File: src/rtl/y86_de_pipe.sv
// y86_de_pipe: decode-to-execute pipeline stage for the Y86-64 core.
//
// The stage decodes register IDs from the D-stage fields and selects each
// operand, either from a later stage or from the register file. It also
// detects load-use hazards and mispredicted jumps, and holds the E-stage
// pipeline register, which can stall or insert a bubble.
//
// Ports:
//   clk, rst_n                 clock (rising edge), async active-low reset
//   d_valid, d_icode, d_ifun   D-stage instruction valid and code fields
//   d_rA, d_rB, d_valC, d_valP D-stage register fields, constant, next PC
//   rf_valA, rf_valB           register file read data (addressed by d_srcA/B)
//   d_srcA, d_srcB             decoded source IDs (combinational)
//   e_dstE, e_valE, e_cnd      execute-stage destination, result, condition
//   m_dstE, m_dstM, m_valE, m_valM   M-stage destinations and values
//   w_dstE, w_dstM, w_valE, w_valM   W-stage destinations and values
//   stall_e                    downstream hold of the E register
//   E_*                        E-stage pipeline register contents
//   stall_d                    hold fetch PC and D register (combinational)
module y86_de_pipe #(
  parameter int unsigned      DATA_W = 64,
  parameter int unsigned      RID_W  = 4,
  parameter logic [RID_W-1:0] RNONE  = 4'hF,
  parameter logic [RID_W-1:0] RSP_ID = 4'h4
) (
  input  logic              clk,
  input  logic              rst_n,
  input  logic              d_valid,
  input  logic [3:0]        d_icode,
  input  logic [3:0]        d_ifun,
  input  logic [RID_W-1:0]  d_rA,
  input  logic [RID_W-1:0]  d_rB,
  input  logic [DATA_W-1:0] d_valC,
  input  logic [DATA_W-1:0] d_valP,
  input  logic [DATA_W-1:0] rf_valA,
  input  logic [DATA_W-1:0] rf_valB,
  output logic [RID_W-1:0]  d_srcA,
  output logic [RID_W-1:0]  d_srcB,
  input  logic [RID_W-1:0]  e_dstE,
  input  logic [DATA_W-1:0] e_valE,
  input  logic              e_cnd,
  input  logic [RID_W-1:0]  m_dstE,
  input  logic [RID_W-1:0]  m_dstM,
  input  logic [DATA_W-1:0] m_valE,
  input  logic [DATA_W-1:0] m_valM,
  input  logic [RID_W-1:0]  w_dstE,
  input  logic [RID_W-1:0]  w_dstM,
  input  logic [DATA_W-1:0] w_valE,
  input  logic [DATA_W-1:0] w_valM,
  input  logic              stall_e,
  output logic              E_valid,
  output logic [3:0]        E_icode,
  output logic [3:0]        E_ifun,
  output logic [DATA_W-1:0] E_valC,
  output logic [DATA_W-1:0] E_valA,
  output logic [DATA_W-1:0] E_valB,
  output logic [RID_W-1:0]  E_dstE,
  output logic [RID_W-1:0]  E_dstM,
  output logic [RID_W-1:0]  E_srcA,
  output logic [RID_W-1:0]  E_srcB,
  output logic              stall_d
);

  typedef enum logic [3:0] {
    I_HALT   = 4'h0,
    I_NOP    = 4'h1,
    I_RRMOVQ = 4'h2,
    I_IRMOVQ = 4'h3,
    I_RMMOVQ = 4'h4,
    I_MRMOVQ = 4'h5,
    I_OPQ    = 4'h6,
    I_JXX    = 4'h7,
    I_CALL   = 4'h8,
    I_RET    = 4'h9,
    I_PUSHQ  = 4'hA,
    I_POPQ   = 4'hB
  } icode_e;

  logic [RID_W-1:0]  d_dstE, d_dstM;
  logic [DATA_W-1:0] sel_valA, sel_valB;
  logic              lu, mp;

  // Register ID decode; an invalid D slot decodes to no registers at all.
  always_comb begin
    d_srcA = RNONE;
    d_srcB = RNONE;
    d_dstE = RNONE;
    d_dstM = RNONE;
    if (d_valid) begin
      case (d_icode)
        I_RRMOVQ, I_RMMOVQ, I_OPQ, I_PUSHQ: d_srcA = d_rA;
        I_RET, I_POPQ:                      d_srcA = RSP_ID;
        default:                            d_srcA = RNONE;
      endcase
      case (d_icode)
        I_RMMOVQ, I_MRMOVQ, I_OPQ:          d_srcB = d_rB;
        I_CALL, I_RET, I_PUSHQ, I_POPQ:     d_srcB = RSP_ID;
        default:                            d_srcB = RNONE;
      endcase
      case (d_icode)
        I_RRMOVQ, I_IRMOVQ, I_OPQ:          d_dstE = d_rB;
        I_CALL, I_RET, I_PUSHQ, I_POPQ:     d_dstE = RSP_ID;
        default:                            d_dstE = RNONE;
      endcase
      case (d_icode)
        I_MRMOVQ, I_POPQ:                   d_dstM = d_rA;
        default:                            d_dstM = RNONE;
      endcase
    end
  end

  // Forwarding takes the youngest producer first. jXX and call carry valP in
  // the valA slot, so they bypass the chain entirely.
  always_comb begin
    sel_valA = rf_valA;
    if (d_icode == I_JXX || d_icode == I_CALL)  sel_valA = d_valP;
    else if (d_srcA != RNONE) begin
      if      (d_srcA == e_dstE) sel_valA = e_valE;
      else if (d_srcA == m_dstM) sel_valA = m_valM;
      else if (d_srcA == m_dstE) sel_valA = m_valE;
      else if (d_srcA == w_dstM) sel_valA = w_valM;
      else if (d_srcA == w_dstE) sel_valA = w_valE;
    end
  end

  always_comb begin
    sel_valB = rf_valB;
    if (d_srcB != RNONE) begin
      if      (d_srcB == e_dstE) sel_valB = e_valE;
      else if (d_srcB == m_dstM) sel_valB = m_valM;
      else if (d_srcB == m_dstE) sel_valB = m_valE;
      else if (d_srcB == w_dstM) sel_valB = w_valM;
      else if (d_srcB == w_dstE) sel_valB = w_valE;
    end
  end

  // A load in E whose destination is needed by D must wait one cycle.
  assign lu = E_valid && (E_icode == I_MRMOVQ || E_icode == I_POPQ) &&
              (E_dstM != RNONE) && (E_dstM == d_srcA || E_dstM == d_srcB);
  assign mp = E_valid && (E_icode == I_JXX) && !e_cnd;
  assign stall_d = lu;

  always_ff @(posedge clk or negedge rst_n) begin
    if (!rst_n) begin
      E_valid <= 1'b0;
      E_icode <= I_NOP;
      E_ifun  <= '0;
      E_valC  <= '0;
      E_valA  <= '0;
      E_valB  <= '0;
      E_dstE  <= RNONE;
      E_dstM  <= RNONE;
      E_srcA  <= RNONE;
      E_srcB  <= RNONE;
    end else if (stall_e) begin
      // Downstream hold: keep every field.
    end else if (lu || mp) begin
      E_valid <= 1'b0;
      E_icode <= I_NOP;
      E_ifun  <= '0;
      E_valC  <= '0;
      E_valA  <= '0;
      E_valB  <= '0;
      E_dstE  <= RNONE;
      E_dstM  <= RNONE;
      E_srcA  <= RNONE;
      E_srcB  <= RNONE;
    end else begin
      E_valid <= d_valid;
      E_icode <= d_icode;
      E_ifun  <= d_ifun;
      E_valC  <= d_valC;
      E_valA  <= sel_valA;
      E_valB  <= sel_valB;
      E_dstE  <= d_dstE;
      E_dstM  <= d_dstM;
      E_srcA  <= d_srcA;
      E_srcB  <= d_srcB;
    end
  end

endmodule

File: config.mk
export PLATFORM = sky130hd
export DESIGN_NAME = y86_de_pipe
export DESIGN_NICKNAME = d
export VERILOG_FILES = /design/src/rtl/y86_de_pipe.sv
export SDC_FILE = /design/constraint.sdc
export NUM_CORES = 1
export LEC_CHECK = 0
export CAP_MARGIN = 20
export CELL_PAD_IN_SITES_DETAIL_PLACEMENT = 1
export CELL_PAD_IN_SITES_GLOBAL_PLACEMENT = 1
export CORE_AREA = 4 4 322 324
export CTS_CLUSTER_DIAMETER = 40
export CTS_CLUSTER_SIZE = 24
export DETAILED_ROUTE_END_ITERATION = 8
export DIE_AREA = 0 0 326 328
export GPL_ROUTABILITY_DRIVEN = 1
export HOLD_SLACK_MARGIN = 0.15
export MAX_ROUTING_LAYER = met4
export PLACE_DENSITY_LB_ADDON = 0.25
export SLEW_MARGIN = 5
export SYNTH_ARGS = -nofsm -noshare
export SYNTH_HDL_FRONTEND = slang
export SYNTH_SLANG_ARGS = --single-unit
File: constraint.sdc
create_clock -name clk -period 4.3 [get_ports clk]
set_input_delay 0.86 -clock clk [delete_from_list [all_inputs] [get_ports clk]]
set_output_delay 0.86 -clock clk [all_outputs]
set_load 0.005 [all_outputs]
==> results of run 1 <==
[Yosys cell counts, types with 14 or more instances]
library cell	n	area, sq um
o31ai_1	130	976
nor2_1	14	52.6
and2_1	129	807
o21a_1	65	488
buf_2	54	270
clkbuf_1	142	533
a22oi_1	128	961
xnor2_1	18	158
dfstp_2	17	447
nand2_1	148	556
nand3b_1	68	510
o221ai_1	65	569
dfrtp_1	200	5000
o22ai_1	64	400
a211oi_1	129	968
inv_1	18	67.6
a222oi_1	64	641
a22o_1	135	1180
nand3_1	71	355
[flip-flops by register name, summed over array words and instances, names as in the netlist]
signal   count
E_ifun       4
E_valB      64
E_valid      1
E_dstE       4
E_dstM       4
E_valC      64
E_icode      4
E_srcA       4
E_valA      64
E_srcB       4
[power by group]
part           internal (mW)  switching, mW
Sequential              2.37          0.239
Combinational           1.79           1.64
Clock                   3.85           1.66
Total                   8.01           3.54
[how the worst max path moves through the flow]
stage / to / cells past startpoint
floorplan: stall_d / 8
global placement: stall_d / 8
detailed placement: E_valB[31] / 12
CTS: stall_d / 8
global route: stall_d / 8
finish: stall_d / 8
[critical path, delay by kind of cell]
family	cells	cell delay, ps
buf+inv	3	1320
compound gates	4	990
simple gates	1	170
[cells by family (layout without fill, tap and decap cells)]
group | count (synthesis) | after routing
and+or+nand+nor | 490 | 490
xor gates and xnor gates | 30 | 30
muxes | 1 | 1
buffers and inverters | 235 | 1129
DFF | 217 | 217
other | 0 | 39
AOI/OAI and AO/OA | 847 | 847
[cell type report]
type,instances,area (sq um)
well taps,1368,1710
flip-flops and latches,217,5450
inverters,20,75.1
multi-input cells,1368,9850
fillers,11600,71400
clock buffers,105,2150
repair buffers,978,10100
clock inverters,26,365
diodes,39,97.6
[repair_timing]
action / in CTS / in global routing
gates resized for setup: 0 / 1
setup buffers: 0 / 0
setup endpoints to repair: 0 / 1
endpoints found under the hold margin: 0 / 0
[layer usage]
layer	part of all wire (%)	up-vias	track usage (%)	wire length, um
li1	-	9104	-	-
met1	40	11100	27.1	50800
met2	49	1243	38.7	62500
met3	7.8	284	6.01	9990
met4	4.0	0	10.9	5150
met5	0	-	-	0
[cells in the final DEF, fill, tap and decap left out, types with 4 or more instances in the layout]
cell and instances:
o21ai_0 13, and4_4 4, dfstp_2 17, nand3_1 71, nand2b_1 4, buf_12 51, o21a_1 65, xor2_1 12
nor3b_1 5, nor2b_1 5, nor3_1 4, buf_4 85, a211oi_1 129, clkdlybuf4s50_1 840, o221ai_1 65, bufinv_16 7
inv_1 18, clkbuf_1 13, a2bb2oi_1 5, and2_1 129, a22o_1 135, clkbuf_8 18, o22ai_1 64, nand2_1 148
nand3b_1 68, dfrtp_1 200, a22oi_1 128, o31ai_1 129, a222oi_1 64, clkinv_2 8, xnor2_1 18, nand4_1 7
diode_2 39, nor2_1 14, clkbuf_16 74, a21oi_1 13
==> results.ini, run 1 <==
[worst_setup_path]
cp_cell_sequence = clkdlybuf4s50_1 -> nand2b_1 -> buf_4 -> a2111oi_4 -> o21a_1 -> o2111ai_2 -> a21oi_4 -> clkdlybuf4s50_1
worstSetupStartpoint = d_icode[2]
end_kind = output pin
critPathKind = in -> out
cp_slowest_stage_delay_ps = 540
r2r_start = E_dstM[0]
crit_top_cell = clkdlybuf4s50_1
cp_slowest_cell = clkdlybuf4s50_1
crit_path_start_kind = input pin
reg2reg_depth = 11
crit-reg2reg-capture = E_valA[28]
critical_path_arrival_ps = 3340
reg2reg_slack_ps = 1440
required_ps = 3440
crit_path_max_fanout = 13

[global_routing]
grt_max_degree = 142
grt_pass1_vias = 23700
grt_overflow = 0
grt_pass1_wl_mm = 180
track_usage_pct = 23.6
grt_antenna_before_repair = 44

[route]
drt_iter0_drc = 1872
ant_nets = 0
drc = 0
drtPass1Iterations = 9
via_per_inst = 5.27
vias = 21700
post_drt_wl_per_cell_um = 31.2
wl_mm = 128

[timing]
finalSetupViolCount = 0
post-route-period-util_pct = 97.6
fin_worst_hold_slack_ps = 279
drv_slew = 0
relSlewSlack_pct = 39.1
final.setup_skew_ps = 12.2
fmax_mhz = 238
worst_pin_slew_ps = 913
tns_ps = 0
fin_crit_ps = 4200
layout_setup_ws_ps = 104
hold_violations = 0

[synth]
synth_edf_count = 0
syn_avg_cell_area_sq_um = 8.91
synth_top_family_by_area = compound AO/OA/AOI/OAI gates
synth_adder_area_share_pct = 0
synth.distinct_cells = 74
muxShareOfSynthArea_pct = 0.0694
yosysSeqAreaShare_pct = 33.6
synth_xor_area_share_pct = 1.62
synth_compound_area_share_pct = 41.6
ys_ff_latch = 217
yosysWarnings = 0
synthArstFlopShare_pct = 100
postSynthCellCount = 1820
synth-main-ff-cell = dfrtp_1
synth_fp_nets = 2437
synthesis.area_sq_mm = 0.0162
synth_simple_gate_area_share_pct = 16.9

[layout]
syn_to_final_growth_pct = 83.7
drive_gt1_share_pct = 11.4
final_core_util_pct = 29.5
finalNonFillerCells = 4121
stdcell_area_sq_mm = 0.0298
fin_nets = 3275

[placement]
port_buffers = 842
pre_cts_ws_ps = 39.0
hpwl_mm = 92.5
dp_cells = 3951
place_congestion = 0.891
placed_area_sq_mm = 0.0272

[clock_tree]
cts-buffers-inserted = 73
clock-sinks = 217
cts_tree = built
path_clk_slew_ps = 40
h-tree-depth = 3
cts.path.max_buffers = 3
clock-root-buffer = clkbuf_16
clock_latency_ps = 600
hold_buffers = 0

[floorplan]
pin_count = 843
initial_core_util_pct = 16.0
rows = 117
die_y_um = 328
core_sq_mm = 0.101
chipWidth_um = 326
die_area_sq_mm = 0.107

[power]
power.total_mw = 11.5
ir_drop_mv = 0.332
cellLeakagePower_nw = 11.5
power_density_mw_per_mm2 = 388

[run]
cap_viol_max_count = 0

[run_status]
status = completed

[hold_path]
hp-class = in -> async

Note: power is estimated with default switching activity, not from simulation.
==> run 2, diff against run 1 <==
SETUP_SLACK_MARGIN = 0.05   (was default)
==> run 2 against run 1 <==
Clock skew shrank 1.7 ps. Die area is the same. Total power is essentially flat. Clock-buffer cell count is the same. Hold slack lost 6.0 ps. Routed wire length grew 0.12%. Clock power is essentially flat. Non-clock buffer count grew 2. Cell count is essentially flat. First-iteration DRC count grew 5.2%. Global-route usage is the same. Sequential share of layout area is essentially flat.
==> results.ini, run 2 (synthesis results as in run 1) <==
[run_status]
status = completed

[global_routing]
grt_overflow = 0  ; unchanged
top_usage_layer = met2
grtUsageMet3_pct = 6.01  ; unchanged
groute.layer.met1.usage_pct = 27.1  ; unchanged
grt_max_degree = 142  ; unchanged
grt_antenna_before_repair = 44  ; unchanged
track_usage_pct = 23.6  ; unchanged
grt_pass1_vias = 23700  ; unchanged
grt_pass1_wl_mm = 180  ; unchanged
grt_use_met2_pct = 38.7  ; unchanged

[route]
drtPass1Iterations = 8  ; -1
via_per_inst = 5.25  ; -0.39%
vias = 21700  ; -0.29%
post_drt_wl_per_cell_um = 31.2  ; about the same
ant_nets = 0  ; unchanged
drc = 0  ; unchanged
drt_iter0_drc = 1969  ; +5.2%
wl_mm = 129  ; +0.12%

[power]
power_density_mw_per_mm2 = 387  ; -0.14%
ir_drop_mv = 0.331  ; -0.20%
seq_power_share_pct = 22.6  ; about the same
internal_power_mw = 8.01  ; about the same
power.total_mw = 11.5  ; about the same
p_sw_share_pct = 30.6  ; -0.033 points
combPwrFrac_pct = 29.7  ; about the same
pwr-share-clk_pct = 47.7  ; about the same
cellLeakagePower_nw = 11.5  ; +0.10%
p_switching_mw = 3.53  ; -0.15%

[clock_tree]
clock-root-buffer = clkbuf_16
hold_buffers = 0  ; unchanged
h-tree-depth = 3  ; unchanged
clock_latency_ps = 600  ; about the same
cts_tree = built
path_clk_slew_ps = 40  ; about the same
cts-buffers-inserted = 73  ; unchanged
clock-sinks = 217  ; unchanged
cts.path.max_buffers = 3  ; unchanged

[floorplan]
rows = 117  ; unchanged
pin_count = 843  ; unchanged
die_y_um = 328  ; unchanged
chipWidth_um = 326  ; unchanged
core_sq_mm = 0.101  ; unchanged
initial_core_util_pct = 16.0  ; unchanged
die_area_sq_mm = 0.107  ; unchanged

[layout]
area.sequential_sq_mm = 0.00545  ; unchanged
final_common_cell = clkdlybuf4s50_1
stdcell_area_sq_mm = 0.0298  ; +0.10%
syn_to_final_growth_pct = 83.9
drive_gt1_share_pct = 11.5  ; +0.10 points
multiInputGateArea_sq_mm = 0.00986  ; +0.10%
fillers = 11600  ; +0.0086%
largest_registers = E_valA x64, E_valB x64, E_valC x64
layout_common_cells = 840 x clkdlybuf4s50_1, 200 x dfrtp_1, 148 x nand2_1, 135 x a22o_1
finalNonFillerCells = 4125  ; +0.097%
fin_nets = 3277  ; +0.061%

[timing]
post-route-period-util_pct = 97.3  ; -0.29 points
finalSetupViolCount = 0  ; unchanged
drv_slew = 0  ; unchanged
final.setup_skew_ps = 10.5  ; -1.69 ps
relSlewSlack_pct = 40.8  ; +1.6 points
hold_violations = 0  ; unchanged
fin_worst_hold_slack_ps = 273  ; -5.99 ps
rsz0062_at_grt = false
fin_crit_ps = 4180  ; -12.3 ps
worst_pin_slew_ps = 889  ; -24.2 ps
fmax_mhz = 239  ; +0.29%
tns_ps = 0  ; unchanged

[worst_setup_path]
worstSetupStartpoint = d_icode[2]
crit-reg2reg-capture = E_valA[28]
required_ps = 3440  ; about the same
reg2reg_slack_ps = 1450  ; about the same
r2r_start = E_dstM[0]
end_kind = output pin
crit_path_max_fanout = 13  ; unchanged
crit_path_start_kind = input pin
crit_end = stall_d
reg2reg_depth = 11  ; unchanged
critPathKind = in -> out
critical_path_arrival_ps = 3320  ; -20 ps

[placement]
place_congestion = 0.891  ; unchanged
placed_area_sq_mm = 0.0272  ; unchanged
port_buffers = 842  ; unchanged
dp_cells = 3951  ; unchanged
hpwl_mm = 92.5  ; unchanged

[run]
cap_viol_max_count = 0  ; unchanged

[hold_path]
hp-class = in -> async

==> run 2: cell count changes in the layout (fill, tap and decap cells not counted), sizes merged <==
cell	change
buf	+2
diode	+2
==> run 2: stage by stage <==
stage	util, %	setup WS, ps
2_1_floorplan	-	986
3_3_place_gp	26.9	148
3_5_place_dp	26.9	39.0
4_1_cts	29.3	129
5_1_grt	29.5	43.5
6_report	29.5	116
==> run 2: what timing repair did <==
item                                    CTS  global route
setup buffers                             0             2
endpoints found under the setup margin    0             1
resized for setup                         0             3
==> run 2: cell type report <==
cell class	instances	area share, %
antenna	41	0.344
clock buffer	105	7.20
clock inverter	26	1.23
inverter	20	0.252
multi-input combinational	1368	33.1
sequential	217	18.3
tap	1368	5.74
timing repair buffer	980	33.9
==> run 2: power groups by stage <==
stage               registers (mW)  logic [mW]  clock network [mW]
CTS                           2.61        3.44                5.63
floorplan                     2.59        1.16                   0
finish                        2.61        3.43                5.50
global placement              2.62        3.37                   0
detailed placement            2.63        3.42                   0
global route                  2.64        3.62                5.74
==> run 2: how the worst min path moves through the flow <==
stage	start	endpoint	slack, ps	depth (start not counted)
after floorplan	E_dstE[0]	E_dstE[0]	450	2
after global placement	E_srcB[3]	E_srcB[3]	460	2
after detailed placement	E_dstE[3]	E_dstE[3]	450	2
after CTS	rst_n	E_valA[13]	260	1
after global routing	rst_n	E_valB[14]	300	1
final	rst_n	E_valB[20]	270	1
==> run 2: worst max-delay path, stage by stage <==
cell and delay (ps):
clkdlybuf4s50_1 540, nand2b_1 170, buf_4 250, a2111oi_4 440, o21a_1 170, o2111ai_2 170
a21oi_4 190, clkdlybuf4s50_1 530
==> run 2: metal layers <==
layer	up-vias	share of wire, %
met2	1186	49
met1	11100	40
met3	271	7.7
met5	-	0
li1	9107	-
met4	0	3.9
